## config.mk

```make
export PLATFORM = sky130hd
export DESIGN_NAME = uart_rx_mmio
export DESIGN_NICKNAME = d
export VERILOG_FILES = /design/src/rtl/uart_pkg.sv /design/src/rtl/sync_fifo.sv /design/src/rtl/uart_rx_mmio.sv
export SDC_FILE = /design/constraint.sdc
export NUM_CORES = 1
export LEC_CHECK = 0
export CORE_MARGIN = 8
export CORE_UTILIZATION = 58
export CTS_CLUSTER_DIAMETER = 80
export CTS_CLUSTER_SIZE = 30
export DETAILED_ROUTE_END_ITERATION = 10
export GPL_TIMING_DRIVEN = 0
export MAX_ROUTING_LAYER = met4
export PLACE_DENSITY_LB_ADDON = 0.3
export SLEW_MARGIN = 20
export SYNTH_ARGS = -nofsm -noshare
export SYNTH_HDL_FRONTEND = slang
export SYNTH_SLANG_ARGS = --single-unit
```

## constraint.sdc

```tcl
create_clock -name clk_i -period 4.88 [get_ports clk_i]
set_clock_uncertainty 0.1 [all_clocks]
set_input_delay 0.976 -clock clk_i [delete_from_list [all_inputs] [get_ports clk_i]]
set_output_delay 0.976 -clock clk_i [all_outputs]
set_load 0.005 [all_outputs]
```

## src/rtl/uart_pkg.sv

```systemverilog
// Definitions shared by the UART RX and TX bus devices: register offsets, status bit layout,
// receive FSM states.
package uart_pkg;

    localparam logic [3:0] AddrData   = 4'h0;
    localparam logic [3:0] AddrStatus = 4'h8;

    localparam int unsigned StatusNotEmptyBit = 0;
    localparam int unsigned StatusFullBit     = 1;
    localparam int unsigned StatusOvrBit      = 2;
    localparam int unsigned StatusFerrBit     = 3;

    typedef enum logic [1:0] {
        StIdle,
        StStart,
        StData,
        StStop
    } uart_state_e;

    function automatic logic [63:0] status_word(input logic [7:0] count, input logic ferr,
                                                input logic ovr, input logic full,
                                                input logic not_empty);
        logic [63:0] w;
        w                    = '0;
        w[15:8]              = count;
        w[StatusFerrBit]     = ferr;
        w[StatusOvrBit]      = ovr;
        w[StatusFullBit]     = full;
        w[StatusNotEmptyBit] = not_empty;
        return w;
    endfunction

endpackage

```

## src/rtl/sync_fifo.sv

```systemverilog
// Single-clock FIFO with combinational head; a push into a full FIFO is accepted only when a
// pop happens in the same cycle.
module sync_fifo #(
    parameter int unsigned WIDTH = 8,
    parameter int unsigned DEPTH = 8,
    localparam int unsigned CntW = $clog2(DEPTH) + 1
) (
    input  logic             clk_i,
    input  logic             rst_i,
    input  logic             push_i,
    input  logic [WIDTH-1:0] data_i,
    input  logic             pop_i,
    output logic [WIDTH-1:0] head_o,
    output logic             full_o,
    output logic             empty_o,
    output logic [CntW-1:0]  count_o
);

    localparam int unsigned PtrW = $clog2(DEPTH);

    logic [WIDTH-1:0] mem_q [DEPTH];
    logic [PtrW-1:0]  wr_ptr_q, rd_ptr_q;
    logic [CntW-1:0]  count_q;
    logic             do_push, do_pop;

    assign empty_o = (count_q == '0);
    assign full_o  = (count_q == CntW'(DEPTH));
    assign do_pop  = pop_i && !empty_o;
    assign do_push = push_i && (!full_o || do_pop);
    assign head_o  = mem_q[rd_ptr_q];
    assign count_o = count_q;

    always_ff @(posedge clk_i or posedge rst_i) begin
        if (rst_i) begin
            wr_ptr_q <= '0;
            rd_ptr_q <= '0;
            count_q  <= '0;
        end else begin
            if (do_push) wr_ptr_q <= wr_ptr_q + PtrW'(1);
            if (do_pop)  rd_ptr_q <= rd_ptr_q + PtrW'(1);
            count_q <= count_q + CntW'(do_push) - CntW'(do_pop);
        end
    end

    always_ff @(posedge clk_i) begin
        if (do_push) mem_q[wr_ptr_q] <= data_i;
    end

endmodule

```

## src/rtl/uart_rx_mmio.sv

```systemverilog
// UART 8N1 receiver: oversampling FSM feeding a byte FIFO, read through a same-cycle bus
// responder exposing DATA and STATUS registers.
module uart_rx_mmio
    import uart_pkg::*;
#(
    parameter int unsigned CLKS_PER_BIT = 16,
    parameter int unsigned FIFO_DEPTH   = 8
) (
    input  logic        clk_i,
    input  logic        rst_i,
    input  logic        rxd_i,
    input  logic        cen_i,
    input  logic        wr_i,
    input  logic [3:0]  addr_i,
    output logic [63:0] rdata_o,
    output logic        error_o
);

    localparam int unsigned CNT_W = $clog2(FIFO_DEPTH) + 1;
    localparam int unsigned TickW = $clog2(CLKS_PER_BIT);
    localparam logic [TickW-1:0] HalfTick = TickW'(CLKS_PER_BIT / 2 - 1);
    localparam logic [TickW-1:0] LastTick = TickW'(CLKS_PER_BIT - 1);

    logic             rxd_meta_q, rxd_s_q;
    logic [1:0]       flush_q;
    logic             armed_q, armed_d;
    uart_state_e      state_q, state_d;
    logic [TickW-1:0] tick_q, tick_d;
    logic [2:0]       bit_q, bit_d;
    logic [7:0]       sh_q, sh_d;
    logic             ovr_q, ovr_d, ferr_q, ferr_d;
    logic             push, pop, set_ovr, set_ferr, status_rd;
    logic [7:0]       fifo_head;
    logic             fifo_full, fifo_empty;
    logic [CNT_W-1:0] fifo_count;

    // The synchronizer resets to idle-high, so rxd_s only reflects the real line once two
    // edges have passed; a start bit is accepted only after a genuine high has been seen.
    assign armed_d = armed_q | (flush_q[1] & rxd_s_q);

    always_ff @(posedge clk_i or posedge rst_i) begin
        if (rst_i) begin
            rxd_meta_q <= 1'b1;
            rxd_s_q    <= 1'b1;
            flush_q    <= '0;
            armed_q    <= 1'b0;
            state_q    <= StIdle;
            tick_q     <= '0;
            bit_q      <= '0;
            sh_q       <= '0;
            ovr_q      <= 1'b0;
            ferr_q     <= 1'b0;
        end else begin
            rxd_meta_q <= rxd_i;
            rxd_s_q    <= rxd_meta_q;
            flush_q    <= {flush_q[0], 1'b1};
            armed_q    <= armed_d;
            state_q    <= state_d;
            tick_q     <= tick_d;
            bit_q      <= bit_d;
            sh_q       <= sh_d;
            ovr_q      <= ovr_d;
            ferr_q     <= ferr_d;
        end
    end

    always_comb begin
        state_d  = state_q;
        tick_d   = tick_q;
        bit_d    = bit_q;
        sh_d     = sh_q;
        push     = 1'b0;
        set_ovr  = 1'b0;
        set_ferr = 1'b0;
        unique case (state_q)
            StIdle: begin
                if (armed_q && !rxd_s_q) begin
                    state_d = StStart;
                    tick_d  = '0;
                end
            end
            StStart: begin
                if (tick_q == HalfTick) begin
                    tick_d  = '0;
                    bit_d   = '0;
                    state_d = rxd_s_q ? StIdle : StData;
                end else begin
                    tick_d = tick_q + TickW'(1);
                end
            end
            StData: begin
                if (tick_q == LastTick) begin
                    tick_d = '0;
                    sh_d   = {rxd_s_q, sh_q[7:1]};
                    bit_d  = bit_q + 3'd1;
                    if (bit_q == 3'd7) state_d = StStop;
                end else begin
                    tick_d = tick_q + TickW'(1);
                end
            end
            StStop: begin
                if (tick_q == LastTick) begin
                    tick_d  = '0;
                    state_d = StIdle;
                    if (!rxd_s_q)                 set_ferr = 1'b1;
                    else if (fifo_full && !pop)   set_ovr  = 1'b1;
                    else                          push     = 1'b1;
                end else begin
                    tick_d = tick_q + TickW'(1);
                end
            end
            default: state_d = StIdle;
        endcase
    end

    always_comb begin
        rdata_o   = '0;
        error_o   = 1'b0;
        pop       = 1'b0;
        status_rd = 1'b0;
        if (cen_i) begin
            if (wr_i || (addr_i != AddrData && addr_i != AddrStatus)) begin
                error_o = 1'b1;
            end else if (addr_i == AddrData) begin
                pop = !fifo_empty;
                if (!fifo_empty) rdata_o = {56'b0, fifo_head};
            end else begin
                status_rd = 1'b1;
                rdata_o   = status_word(8'(fifo_count), ferr_q, ovr_q, fifo_full, !fifo_empty);
            end
        end
    end

    // A flag raised in the same cycle as a STATUS read survives the clear.
    assign ovr_d  = set_ovr  | (ovr_q  & ~status_rd);
    assign ferr_d = set_ferr | (ferr_q & ~status_rd);

    sync_fifo #(
        .WIDTH (8),
        .DEPTH (FIFO_DEPTH)
    ) u_fifo (
        .clk_i   (clk_i),
        .rst_i   (rst_i),
        .push_i  (push),
        .data_i  (sh_q),
        .pop_i   (pop),
        .head_o  (fifo_head),
        .full_o  (fifo_full),
        .empty_o (fifo_empty),
        .count_o (fifo_count)
    );

endmodule

```

# Yosys cells after proc, flatten, opt, wreduce, memory -nomap -nowiden
# Memory sizes are Yosys's and may differ from the RTL's.
# Index checks and enable logic that the tools add are counted.
# totals
ram_bits	64
register_bits	34
out_inout_bits	65
input_bits	9
memories	1
# mem_list
memory	depth	width	read_ports	rd_ports_with_merged_regs	write_ports	line	rtl
u_fifo.mem_q	8	8	1	0	1	sync_fifo.sv:21	logic [WIDTH-1:0] mem_q [DEPTH];
# op_classes
eq_ne	13
n_bitwise	7
add_sub_neg	6
muxes	39
n_reduce_logical	20
# ops
operator	n
2-to-1 mux 64 bit	3
2-to-1 mux 1 bit	21
2-to-1 mux 2 bit	6
2-to-1 mux 4 bit	3
one-hot mux 4 bit (3 select lines)	1
inequality test 2 bit, second input constant	5
adder 3 x 1 -> 3 bit, second input constant	3
== test 4 bit, second input constant	2
logical NOT 4 bit	2
2-to-1 mux 8 bit	1
one-hot mux 2 bit (4 select lines)	1
2-to-1 mux 3 bit	2
one-hot mux 3 bit (2 select lines)	1
logical AND 1 bit	5
AND reduction 5 bit	1
adder 4 x 1 -> 4 bit	1
adder 4 x 1 -> 4 bit, second input constant	1
== test 2 bit, second input constant	2
== test 4 x 3 -> 1 bit, second input constant	1
logical NOT 1 bit	4
inequality test 4 bit, second input constant	1
nonzero test 4 bit	1
subtractor 4 x 1 -> 4 bit	1
AND 1 bit	3
10 further kinds	13

# Depth between registers and ports, before layout
# Gate-level depths: netlist (run 1).
# depth
ltp_word	14
depth_mapped	12
mapped_depth_nobuf	11

# Modules after synthesis
# From an unflattened synthesis (run 1), not the netlist that was laid out.
# unflattened
cells_unflattened	330
hier_area_um2	4749.6
# modules_own_cells
mod	instances	area_per_inst_um2	seq_area_each_um2	cells_each
sync_fifo	1	3101.7	2172.1	156
uart_rx_mmio	1	1647.8	603.1	174

# Least setup slack after synthesis (run 1)
# OpenSTA, ideal clock, no wires.
# synth_timing
kind	input-to-reg
start	input addr_i[1]
end	memory u_fifo.mem_q[0][0], enable pin
cell_stages	5
t_arrival_ns	2.546
required_ns	4.385
path_buffers	1
setup_ns	0.395
slack_ns	1.839
path_cell_list	nor4_4 > a31oi_2 > nand2b_4 > buf_6 > nor4_1
# synth_via
elab_chain_cells	14
# synth_rtl
element	line	rtl
start: declaration	uart_rx_mmio.sv:14	input logic [3:0] addr_i,
inequality test 4 bit or nonzero test 4 bit (tied branches)	uart_rx_mmio.sv:122	if (wr_i || (addr_i != AddrData && addr_i != AddrStatus)) begin
logical AND 1 bit	uart_rx_mmio.sv:122	
logical OR 1 bit	uart_rx_mmio.sv:122	
2-to-1 mux 1 bit (*)	uart_rx_mmio.sv:122	
2-to-1 mux 1 bit (*)	uart_rx_mmio.sv:121	if (cen_i) begin
logical NOT 1 bit	uart_rx_mmio.sv:106	else if (fifo_full && !pop) set_ovr = 1'b1;
logical AND 1 bit	uart_rx_mmio.sv:106	
2-to-1 mux 1 bit	uart_rx_mmio.sv:106	
2-to-1 mux 1 bit	uart_rx_mmio.sv:105	if (!rxd_s_q) set_ferr = 1'b1;
2-to-1 mux 1 bit	uart_rx_mmio.sv:102	if (tick_q == LastTick) begin
2-to-1 mux 1 bit	uart_rx_mmio.sv:75	unique case (state_q)
logical AND 1 bit (*)	sync_fifo.sv:29	assign do_push = push_i && (!full_o || do_pop);
2-to-1 mux 1 bit (*)	sync_fifo.sv:46	if (do_push) mem_q[wr_ptr_q] <= data_i;
2-to-1 mux 1 bit (implied by the code) (*)	sync_fifo.sv:46	
end: declaration	sync_fifo.sv:21	
# Every way passes the cells marked *; elsewhere a longest branch is shown, timed or not.

# Worst setup path in the final report (run 1)
# layout_timing
start	input addr_i[1]
end	output rdata_o[1]
# layout_via
elab_chain_cells	5
# layout_rtl
element	line	rtl
inequality test 4 bit or nonzero test 4 bit (tied branches)	uart_rx_mmio.sv:122	
logical AND 1 bit	uart_rx_mmio.sv:122	
logical OR 1 bit	uart_rx_mmio.sv:122	
2-to-1 mux 64 bit (*)	uart_rx_mmio.sv:122	
2-to-1 mux 64 bit (*)	uart_rx_mmio.sv:121	
end: declaration	uart_rx_mmio.sv:15	output logic [63:0] rdata_o,
# Marked as above.

==> results.py, run 1 <==
metrics = {
    "status": {
        "status": "finished clean",
    },
    "grt": {
        "grt_antenna_before_repair": 0,
        "overflow": 0,
        "grt_usage_pct": 15.8,
        "grt_pass1_vias": 2586,
        "grt_pass1_wl_um": 13200,
        "grt_max_degree": 35,
    },
    "worst_hold_path": {
        "hold_class": "register to register",
    },
    "critical_path": {
        "crit_type": "input port to output pin",
        "endpoint_kind": "output pin",
        "ff2ff_setup_slack_ns": 2.13,
        "worstPathArrival_ns": 3.05,
        "start_kind": "input port",
        "worstPathCellList": "clkdlybuf4s50_1 > nor4_4 > nand2_1 > or2_1 > buf_2 > o22ai_1 > clkdlybuf4s50_1",
        "worstPathRequired_ns": 3.80,
        "r2r_start": "u_fifo.count_o[2]$_DFF_PP0_",
        "critPathSlowestCell": "clkdlybuf4s50_1",
        "crit_top_cell": "clkdlybuf4s50_1",
        "rr_endpoint": "u_fifo.count_o[2]$_DFF_PP0_",
        "crit_start": "addr_i[1]",
        "cp_max_fo": 7,
        "critPathMaxStageDelay_ns": 0.53,
        "critPathCapture": "rdata_o[1]",
        "rr_worst_depth": 12,
    },
    "timing": {
        "hold_viol": 0,
        "final.setup.tns_ns": 0,
        "setup_viol": 0,
        "slew_headroom_pct": 44.6,
        "fmax_mhz": 243,
        "drv_slew": 0,
        "fin_crit_sh_pct": 84.5,
        "tightest_slew_ns": 0.826,
        "min_period_ns": 4.12,
        "grt_setup_unrepaired": "false",
    },
    "synthesis": {
        "synth_top_family_by_area": "multiplexers",
        "ys_ff_latch": 98,
        "yosys.cell_types.count": 50,
        "async_flop_share_pct": 34.7,
        "syn_area_sq_mm": 0.00458,
        "ys_warn_count": 0,
        "synth-compound-area-share_pct": 4.10,
        "ys_seq_area_share_pct": 60.6,
        "synthMuxAreaShare_pct": 12.4,
        "synth-simple-area-share_pct": 6.91,
        "synth_fa_ha_area_share_pct": 3.44,
        "synth-edff-count": 64,
        "synth_xor_area_share_pct": 1.34,
        "synth_cells": 314,
        "avgSynthCellArea_sq_um": 14.6,
        "synth_ff_type": "edfxtp_1",
    },
    "routing": {
        "drt-initial-drc-count": 72,
        "wl_per_cell_um": 16.0,
        "viasPerCell": 4.95,
        "drc_errors": 0,
        "vias": 2500,
        "ant_nets": 0,
        "finalWirelength_um": 8070,
        "first_pass_iters": 4,
    },
    "layout": {
        "layout_commonest_cell": "edfxtp_1",
        "drive_above_1_share_pct": 28.8,
        "diodes": 0,
        "final_util_pct": 69.2,
        "final_cell_mix": "edfxtp_1, buf_4, conb_1",
        "area_growth_pct": 16.2,
        "fin_nets": 419,
        "num-fill-cells": 531,
        "stdcell_count": 505,
        "seqCellArea_sq_mm": 0.00278,
        "multi_input_area_sq_mm": 0.00152,
    },
    "placement": {
        "portBuffers": 21,
        "gp_congestion": 0.765,
        "dp_cells": 489,
        "dp.final_hpwl_um": 5760,
    },
    "pwr": {
        "p_leak_nw": 2.16,
        "power.density_mw_per_mm2": 338,
        "peakVddDrop_v": 0.000225,
    },
    "clocking": {
        "clk_pin_slew_ns": 0.09,
        "cts_resized": 0,
        "cts_setup_buffers": 0,
        "clock_latency_ns": 0.36,
        "cts_tree": "done",
        "cts_buffers": 9,
        "cts-htree-levels": 3,
        "root_buffer": "clkbuf_8",
        "numClockSinks": 98,
        "clockBufferDepth": 2,
        "postCtsHoldBufs": 0,
    },
    "die": {
        "design.die.area_sq_mm": 0.0110,
        "fp.coreArea_sq_mm": 0.00769,
        "die_y_um": 105,
        "rows": 32,
        "initial_utilization_pct": 59.6,
        "ioPinCount": 74,
        "die_x_um": 105,
    },
    "flow_run": {
        "drv_cap": 0,
    },
}
Yosys cell counts, types with 2 or more instances:
master / number / area share, %
a21o_1: 4 / 0.66
a21oi_1: 3 / 0.33
a22o_1: 3 / 0.57
buf_2: 8 / 0.87
buf_4: 53 / 8.7
clkbuf_1: 2 / 0.16
conb_1: 2 / 0.16
dfrtp_1: 32 / 17
dfstp_2: 2 / 1.1
edfxtp_1: 64 / 42
ha_1: 11 / 3.0
inv_1: 13 / 1.1
mux2_2: 9 / 2.2
mux2i_1: 8 / 1.7
mux4_2: 16 / 7.9
nand2_1: 8 / 0.66
nand2b_1: 3 / 0.41
nand3_1: 2 / 0.22
nand3b_1: 3 / 0.49
nor2_1: 19 / 1.6
nor2b_1: 3 / 0.41
nor3_1: 6 / 0.66
nor4_1: 2 / 0.27
o21ai_0: 6 / 0.66
o2bb2ai_1: 2 / 0.38
xnor2_1: 5 / 0.96
xor2_1: 2 / 0.38
state kept, by name (all words and copies together), names as in the netlist, 2 cells and up, named ones only:
signal and flops:
u_fifo.mem_q 64, sh_q 8, tick_q 4, u_fifo.count_o 4, bit_q 3, u_fifo.rd_ptr_q 3
u_fifo.wr_ptr_q 3, flush_q 2
worst max-delay path, delay by kind of cell:
kind	cells	cell delay [ns]
AND/OR/NAND/NOR	3	0.76
buffers and inverters	3	1.17
AO/OA/AOI/OAI	1	0.15
worst min path at each step:
stage	startpoint	to	slack [ns]	cells past startpoint
global route	rxd_meta_q$_DFF_PP1_	rxd_s_q$_DFF_PP1_	0.26	0
finish	rxd_meta_q$_DFF_PP1_	rxd_s_q$_DFF_PP1_	0.26	0
CTS	rxd_meta_q$_DFF_PP1_	rxd_s_q$_DFF_PP1_	0.26	0
floorplan	flush_q[0]$_DFF_PP0_	flush_q[1]$_DFF_PP0_	0.23	0
global placement	flush_q[0]$_DFF_PP0_	flush_q[1]$_DFF_PP0_	0.24	0
detailed placement	flush_q[0]$_DFF_PP0_	flush_q[1]$_DFF_PP0_	0.24	0
layout make-up:
type | count | share of cell area [%]
sequential | 98 | 52.1
multi-input combinational | 190 | 28.5
buffer | 64 | 8.58
timing repair buffer | 22 | 4.09
clock buffer | 11 | 2.66
tap | 102 | 2.40
inverter | 13 | 0.917
clock inverter | 5 | 0.729
power breakdown:
group	internal (mW)	switching (mW)	total [mW]
clock network	0.202	0.281	0.483
logic	0.157	0.169	0.327
registers	0.935	0.0517	0.987
routing by layer:
metal | GRT usage, % | wire, um | vias up
met5 | - | 0 | -
met4 | 5.40 | 83 | 0
met3 | 5.47 | 666 | 8
met2 | 25.4 | 4090 | 89
met1 | 18.0 | 3220 | 1208
li1 | - | - | 1195
stage by stage:
stage               worst slack, ns  instance area [sq um]  power (mW)  hold slack, ns
floorplan                      1.84                   4770        1.25           0.231
global placement              0.507                   5110        1.31           0.243
detailed placement            0.756                   5140        1.33           0.244
CTS                           0.745                   5320        1.80           0.262
global route                  0.611                   5320        1.88           0.264
finish                        0.756                   5320        1.80           0.261
kinds of logic after synthesis:
| family | after synthesis |
|---|---|
| muxes | 35 |
| AOI/OAI and AO/OA | 26 |
| other | 2 |
| xor gates and xnor gates | 7 |
| DFF | 98 |
| adders and majority gates | 12 |
| buffers and inverters | 77 |
| and+or+nand+nor | 57 |
Note: power is estimated with default switching activity, not from simulation.
==> run 2: changes to the inputs <==
--- a/config.mk
+++ b/config.mk
@@ -6,7 +6,7 @@
 export NUM_CORES = 1
 export LEC_CHECK = 0
 export CORE_MARGIN = 8
-export CORE_UTILIZATION = 58
+export CORE_UTILIZATION = 53
 export CTS_CLUSTER_DIAMETER = 80
 export CTS_CLUSTER_SIZE = 30
 export DETAILED_ROUTE_END_ITERATION = 10
==> constraint.sdc (replaced) <==
create_clock -name clk_i -period 4.05 [get_ports clk_i]
set_clock_uncertainty 0.1 [all_clocks]
set_input_delay 0.81 -clock clk_i [delete_from_list [all_inputs] [get_ports clk_i]]
set_output_delay 0.81 -clock clk_i [all_outputs]
set_load 0.005 [all_outputs]
==> run 2 against run 1 <==
  * Via count is 0.92% higher
  * Sequential power increased by 21%
  * Die area increased by 8.0%
  * First-iteration DRC count grew 74%
  * Critical path depth stayed put
  * Total power is 27% higher
  * Sequential cell count did not move
  * Register-to-register slack got worse by 0.84 ns
  * Cell count rose by 1.6%
  * Non-clock buffer count grew 2
  * Routed wire length rose by 1.5%
  * Critical path type unchanged
  * Largest cell class unchanged
==> results.py, run 2 (same netlist as run 1, synthesis figures left out) <==
metrics = {
    "routing": {
        "drt-initial-drc-count": 125,
        "vias": 2523,
        "first_pass_iters": 4,
        "viasPerCell": 4.92,
        "ant_nets": 0,
        "wl_per_cell_um": 16.0,
        "drc_errors": 0,
        "finalWirelength_um": 8190,
    },
    "pwr": {
        "total_power_mw": 2.28,
        "seqPwrFrac_pct": 52.3,
        "clockPowerShare_pct": 30.5,
        "switchingPower_mw": 0.606,
        "power.density_mw_per_mm2": 423,
        "p_int_mw": 1.67,
        "comb_power_share_pct": 17.3,
        "p_leak_nw": 2.20,
        "switching_share_pct": 26.6,
        "peakVddDrop_v": 0.000368,
    },
    "layout": {
        "layout_commonest_cell": "edfxtp_1",
        "fin_nets": 421,
        "num-fill-cells": 635,
        "reg_top3": "u_fifo.mem_q x64, sh_q x8",
        "largest_register_ffs": 64,
        "final_cell_mix": "edfxtp_1, buf_4, conb_1",
        "drive_above_1_share_pct": 29.6,
        "top_register": "u_fifo.mem_q",
        "diodes": 0,
        "stdcell_count": 513,
        "area_growth_pct": 17.7,
    },
    "grt": {
        "grt_antenna_before_repair": 0,
        "grt_max_degree": 35,
        "grt_usage_pct": 14.4,
        "overflow": 0,
        "grt_pass1_wl_um": 12600,
        "grt_pass1_vias": 2458,
    },
    "clocking": {
        "root_buffer": "clkbuf_8",
        "postCtsHoldBufs": 0,
        "cts_resized": 0,
        "numClockSinks": 98,
        "cts_tree": "done",
        "cts_buffers": 9,
        "cts_setup_buffers": 0,
        "clock_latency_ns": 0.35,
        "clockBufferDepth": 2,
        "cts-htree-levels": 3,
        "clk_pin_slew_ns": 0.09,
    },
    "critical_path": {
        "start_kind": "input port",
        "crit_type": "input port to output pin",
        "cp_max_fo": 7,
        "worstPathArrival_ns": 2.87,
        "worstPathRequired_ns": 3.14,
        "endpoint_kind": "output pin",
    },
    "die": {
        "fp.coreArea_sq_mm": 0.00855,
        "die_y_um": 109,
        "ioPinCount": 74,
        "design.die.area_sq_mm": 0.0119,
        "die_x_um": 109,
        "initial_utilization_pct": 53.6,
        "rows": 34,
    },
    "timing": {
        "final.setup.tns_ns": 0,
        "fin_crit_sh_pct": 93.4,
        "hold_viol": 0,
        "fmax_mhz": 264,
        "drv_slew": 0,
        "tightest_slew_ns": 0.878,
        "slew_headroom_pct": 41.2,
        "setup_viol": 0,
        "grt_setup_unrepaired": "false",
        "min_period_ns": 3.78,
        "holdWs_ns": 0.261,
    },
    "placement": {
        "dp_cells": 497,
        "dp.final_hpwl_um": 5840,
        "portBuffers": 21,
        "gp_congestion": 0.820,
    },
    "status": {
        "status": "finished clean",
    },
    "worst_hold_path": {
        "hold_class": "register to register",
    },
    "flow_run": {
        "drv_cap": 0,
    },
}
-- run 2: layout make-up --
type	count	area, sq um	share of cell area [%]
plain buffers	64	457	8.48
repair buffers	24	230	4.27
multi-input cells	190	1520	28.1
well taps	108	135	2.51
inverters	13	48.8	0.906
clock inverters	7	101	1.88
flip-flops and latches	98	2780	51.5
clock buffers	9	124	2.30
-- run 2: critical path, cell delays in order --
cell             delay (ns)
clkdlybuf4s50_1        0.46
nor4_4                 0.39
nand2_1                0.14
or2_1                  0.23
buf_2                  0.17
o22ai_1                0.15
clkdlybuf4s50_1        0.53
-- run 2: layer usage --
layer / GRT usage (%) / vias to the layer above / routed length, um
met5: - / - / 0
met4: 5.77 / 0 / 104
met3: 3.66 / 10 / 788
met2: 22.9 / 82 / 4020
met1: 17.3 / 1226 / 3280
li1: - / 1205 / -
-- run 2: power by group through the flow --
| stage | sequential, mW | clock (mW) | combinational, mW |
|---|---|---|---|
| 2_1_floorplan | 1.19 | 0 | 0.319 |
| 3_3_place_gp | 1.21 | 0 | 0.373 |
| 3_5_place_dp | 1.21 | 0 | 0.390 |
| 4_1_cts | 1.19 | 0.704 | 0.394 |
| 5_1_grt | 1.20 | 0.744 | 0.449 |
| 6_report | 1.19 | 0.693 | 0.393 |
-- run 2: through the flow --
step	utilization, %	setup slack (ns)	instance area [sq um]
2_1_floorplan	-	1.17	4770
3_5_place_dp	60.4	0.249	5160
6_report	63.0	0.268	5390
4_1_cts	63.0	0.240	5390
5_1_grt	63.0	0.0952	5390
3_3_place_gp	59.8	-0.131	5120
-- run 2: worst paths after layout --
path	startpoint	end	slack (ns)	cells after the start
min reg2reg	flush_q[0]$_DFF_PP0_	flush_q[1]$_DFF_PP0_	0.26	0
max	addr_i[1]	rdata_o[1]	0.27	7
min	flush_q[0]$_DFF_PP0_	flush_q[1]$_DFF_PP0_	0.26	0
max reg2reg	u_fifo.count_o[2]$_DFF_PP0_	u_fifo.count_o[2]$_DFF_PP0_	1.29	12
min in group asynchronous	rst_i	bit_q[2]$_DFFE_PP0P_	0.80	2
max in group asynchronous	rst_i	sh_q[1]$_DFFE_PP0P_	2.58	2
==> run 3: changes to the inputs <==
--- a/config.mk
+++ b/config.mk
@@ -13,6 +13,7 @@
 export GPL_TIMING_DRIVEN = 0
 export MAX_ROUTING_LAYER = met4
 export PLACE_DENSITY_LB_ADDON = 0.3
+export SETUP_SLACK_MARGIN = 0.02
 export SLEW_MARGIN = 20
 export SYNTH_ARGS = -nofsm -noshare
 export SYNTH_HDL_FRONTEND = slang
==> results of run 3 <==
Same layout as run 2: the final DEF is identical, and so are final timing and power.
==> variant 1 (flow settings as in run 2) <==
Register the output `rdata_o`, with the module's reset; this adds one clock of latency there. The other outputs are not delayed to match.
--- a/src/rtl/uart_rx_mmio.sv
+++ b/src/rtl/uart_rx_mmio.sv
@@ -22,2 +22,4 @@
     localparam logic [TickW-1:0] LastTick = TickW'(CLKS_PER_BIT - 1);
+
+    logic [63:0] rdata_d;
 
@@ -116,3 +118,3 @@
     always_comb begin
-        rdata_o   = '0;
+        rdata_d   = '0;
         error_o   = 1'b0;
@@ -125,6 +127,6 @@
                 pop = !fifo_empty;
-                if (!fifo_empty) rdata_o = {56'b0, fifo_head};
+                if (!fifo_empty) rdata_d = {56'b0, fifo_head};
             end else begin
                 status_rd = 1'b1;
-                rdata_o   = status_word(8'(fifo_count), ferr_q, ovr_q, fifo_full, !fifo_empty);
+                rdata_d   = status_word(8'(fifo_count), ferr_q, ovr_q, fifo_full, !fifo_empty);
             end
@@ -152,2 +154,10 @@
 
+    always_ff @(posedge clk_i or posedge rst_i) begin
+        if (rst_i) begin
+            rdata_o <= '0;
+        end else begin
+            rdata_o <= rdata_d;
+        end
+    end
+
 endmodule
Function: no difference found for any inputs over 10 cycles, from zero or initial values and one cycle with rst_i high; that may be too few to reach the edited logic, so the function may still have changed.
==> variant 1 against run 2 <==
- non-clock buffer count is 2 higher
- via count grew 4.7%
- final area up 5.6%
- sequential power rose by 11%
- global-route usage fell by 0.38 points
- hold slack got worse by 0.0015 ns
- largest power group unchanged
- first-iteration DRC count fell by 14%
- maximum frequency increased by 6.5%
- highest routed layer unchanged
- setup slack improved by 0.23 ns
- area after synthesis is 6.9% higher
- largest cell class unchanged
- total power rose by 3.2%
- routed wire length fell by 2.1%
- sequential cell count grew 12
- register-to-register slack worse by 0.09 ns
==> variant 1: results (changes against run 2) <==
* Commonest cells post-synth: 64 x edfxtp_1, 52 x buf_4, 44 x dfrtp_1
* Met2 routed WL at 3940 um (-1.9%)
* Worst skew pair latency at 0.36 ns
* CP Launch Point: addr_i[2]
* Worst slew margin at 0.456 (+0.0437)
* Delay of the slowest critical-path stage at 0.71 ns (+0.18 ns)
* Wl on met1 at 3260 um (-0.64%)
* Fillers at 697 (+9.8%)
* Synth async-reset ratio at 0.418 (+0.0712)
* Largest regs: u_fifo.mem_q x64, rdata_o x12, sh_q x8
* Met3 Track Usage GR at 0.0510 (+0.0143)
* Met3 WL at 726 um (-7.9%)
* Synth cell types at 47 (-6.0%)
* Critical Path AT at 3.45 ns (+0.58 ns)
* Synth Area in Compound Gates at 0.0381 (-0.00289)
* GRT Overall Usage at 0.140 (-0.00382)
* Crit-path max FO at 10 (+3)
* Fraction of layout instances using a drive strength above 1 at 0.266 (-0.0299)
* Met2 Track Usage GR at 0.226 (-0.00235)
* Status: finished clean
* Sequential element share of the synthesized area at 0.628 (+0.0225)
* GPL Wtd Cong at 0.814 (-0.74%)
* Post-synthesis mux area share at 0.114 (-0.0103)
* R2r setup slk at 1.20 ns (-0.09 ns)
* Top post-synthesis cells by area: edfxtp_1 39%, dfrtp_1 23%, buf_4 8.0%, mux4_2 7.4%, ha_1 2.8%
* Routing usage on met1 at 0.156 (-0.0164)
* Vias in the first global route at 2753 (+12%)
* Max Root-Sink Buffers at 2 (unchanged)
* Largest net degree at the start of global routing at 30 (-14%)
* Crit path to: u_fifo.mem_q[7][6]
* WL per Instance at 14.9 um (-6.8%)
* Post-DP Area at 0.00549 mm2 (+6.4%)
* Adder-Cell Fraction of Synth Area at 0.0322 (-0.00221)
* Post-detail-place hpwl at 5890 um (+0.95%)
* VDD IR max at 249 uV (-32%)
* Reg2Reg Capture Point: u_fifo.count_o[1]
* R2R depth at 13 (+1)
* Global-route wire length before repair at 13700 um (+8.9%)
* XOR/XNOR share of the synthesized area at 0.0141 (+0.000675)
* Ant. Diodes at 0 (unchanged)
* Leakage at 2.32 nW (+5.5%)
* Slowest-stage cell, CP: nor2_1
## variant 1: layout make-up
class / instances / share of cell area
repair buffers: 24 / 0.0422
flip-flops and latches: 110 / 0.541
multi-input cells: 199 / 0.269
inverters: 13 / 0.00946
plain buffers: 66 / 0.0810
well taps: 111 / 0.0244
clock inverters: 7 / 0.0119
clock buffers: 9 / 0.0218
## variant 1: stage by stage
| step | hold slack, ns | utilization | TNS (ns) | setup WS (ns) | std cells |
|---|---|---|---|---|---|
| 6_report | 0.259 | 0.624 | 0 | 0.498 | 539 |
| 5_1_grt | 0.272 | 0.624 | 0 | 0.398 | 539 |
| 4_1_cts | 0.263 | 0.624 | 0 | 0.223 | 539 |
| 3_3_place_gp | 0.232 | 0.597 | -9.92 | -0.504 | 520 |
| 3_5_place_dp | 0.240 | 0.603 | -1.11 | -0.139 | 523 |
| 2_1_floorplan | 0.231 | - | 0 | 0.538 | 388 |
## variant 1: how the worst min path moves through the flow
stage,endpoint,slack [ns],cells after the start
2_1_floorplan,flush_q[1],0.23,0
3_3_place_gp,flush_q[1],0.23,0
3_5_place_dp,flush_q[1],0.24,0
4_1_cts,rxd_s_q,0.26,0
5_1_grt,rxd_s_q,0.27,0
6_report,flush_q[1],0.26,0
## variant 1: critical path: cells and delay by family
family | cells | cell delay (ns)
buffers and inverters | 2 | 0.57
AOI/OAI and AO/OA | 1 | 0.64
and+or+nand+nor | 3 | 1.42
## variant 1: cells by family after synthesis
kind of cell               Yosys count
DFF                                110
buffers and inverters               79
and+or+nand+nor                     62
muxes                               34
AOI/OAI and AO/OA                   31
adders and majority gates           12
xor gates and xnor gates             7
other                                2
## variant 1: power breakdown
part           leakage (nW)  switching, mW  internal, mW
registers              1.13         0.0668          1.25
clock network        0.0936          0.375         0.238
logic                  1.10          0.218         0.200
==> variant 2 (config.mk and constraints of run 2) <==
Without the edit above. `CLKS_PER_BIT`: 16 -> 8.
--- a/src/rtl/uart_rx_mmio.sv
+++ b/src/rtl/uart_rx_mmio.sv
@@ -5,3 +5,3 @@
 #(
-    parameter int unsigned CLKS_PER_BIT = 16,
+    parameter int unsigned CLKS_PER_BIT = 8,
     parameter int unsigned FIFO_DEPTH   = 8
Check against the original RTL: same outputs for any inputs over 10 cycles, from zero or initial values and one cycle with rst_i high; that may be too few to reach the edited logic, so the function may still have changed.
==> variant 2 against run 2 <==
- sequential cell count decreased by 1
- maximum frequency decreased by 1.4%
- utilization rose by 0.15 points
- area after synthesis down 0.33%
- routed wire length is 0.59% lower
- final area is 0.23% higher
- global-route usage about the same
- setup slack got worse by 0.053 ns
- total power up 2.1%
- synthesized cell count decreased by 2.9%
- critical path type unchanged
- highest routed layer unchanged
==> variant 2: results (changes against run 2) <==
* Status: finished clean
* Reg2Reg Capture Point: u_fifo.mem_q[4][2]
* Vias in the first global route at 2436 (-0.90%)
* Critical Path AT at 2.93 ns (+0.06 ns)
* GRT Overall Usage at 0.144 (+0.000244)
* Met2 Track Usage GR at 0.241 (+0.0123)
* Crit path to: rdata_o[3]
* 1st-iter DRT viols at 105 (-16%)
* DP Worst Slack at 0.207 ns (-0.0418 ns)
* DR vias/cell at 4.92 (about the same)
* Layout net count at 416 (-1.2%)
* Top post-synthesis cells by area: edfxtp_1 42%, dfrtp_1 17%, buf_4 8.7%, mux4_2 7.9%, ha_1 3.8%
* Largest net degree at the start of global routing at 34 (-2.9%)
* Global-route wire length before repair at 12400 um (-0.99%)
* Commonest cells post-synth: 64 x edfxtp_1, 53 x buf_4, 31 x dfrtp_1
* Leakage at 2.23 nW (+1.6%)
* Least-Margin Pin Slew at 0.853 ns (-0.0255 ns)
* Met2 routed WL at 4070 um (+1.2%)
* Sequential element share of the synthesized area at 0.603 (-0.00349)
* Synth async-reset ratio at 0.340 (-0.00673)
* Tcrit/Tclk final at 0.947 (+0.0130)
* R2r setup slk at 1.33 ns (+0.04 ns)
* FF-to-FF Start: tick_q[0]
* CP Launch Point: addr_i[1]
* Post-DP Area at 0.00516 mm2 (about the same)
* WL per Instance at 16.1 um (+0.99%)
* Routing usage on met1 at 0.162 (-0.0104)
* Synth Area in Compound Gates at 0.0395 (-0.00151)
* R2R depth at 6 (-6)
* XOR/XNOR share of the synthesized area at 0.0132 (-0.000230)
* Max Root-Sink Buffers at 2 (unchanged)
* Post-synthesis mux area share at 0.123 (-0.00124)
* Hold_ws at 0.255 ns (-0.00555 ns)
* Fillers at 637 (+0.31%)
* Met3 Track Usage GR at 0.0372 (+0.000591)
* Post-detail-place hpwl at 5960 um (+2.1%)
* Wl on met1 at 3190 um (-2.6%)
## variant 2: area by class of cell
| type | count | area (um2) | area share |
|---|---|---|---|
| repair buffers | 25 | 240 | 0.0445 |
| clock buffers | 10 | 138 | 0.0255 |
| plain buffers | 61 | 439 | 0.0813 |
| multi-input cells | 184 | 1550 | 0.287 |
| clock inverters | 6 | 90.1 | 0.0167 |
| well taps | 108 | 135 | 0.0250 |
| inverters | 14 | 57.6 | 0.0107 |
| flip-flops and latches | 97 | 2750 | 0.509 |
## variant 2: worst max-delay path, cell delays in order
cell and delay [ns]:
clkdlybuf4s50_1 0.50, nor4_4 0.39, nand2_1 0.22, nor2_1 0.30, o2bb2ai_1 0.16, clkdlybuf4s50_1 0.54
## variant 2: metrics by stage
stage                     cells  setup TNS [ns]
after global routing        505               0
after detailed placement    489               0
after floorplan             356               0
final                       505               0
after CTS                   505               0
after global placement      485           -1.23
## variant 2: report_power, final
part | internal (mW) | switching, mW
sequential | 1.13 | 0.0674
combinational | 0.206 | 0.221
clock | 0.367 | 0.329
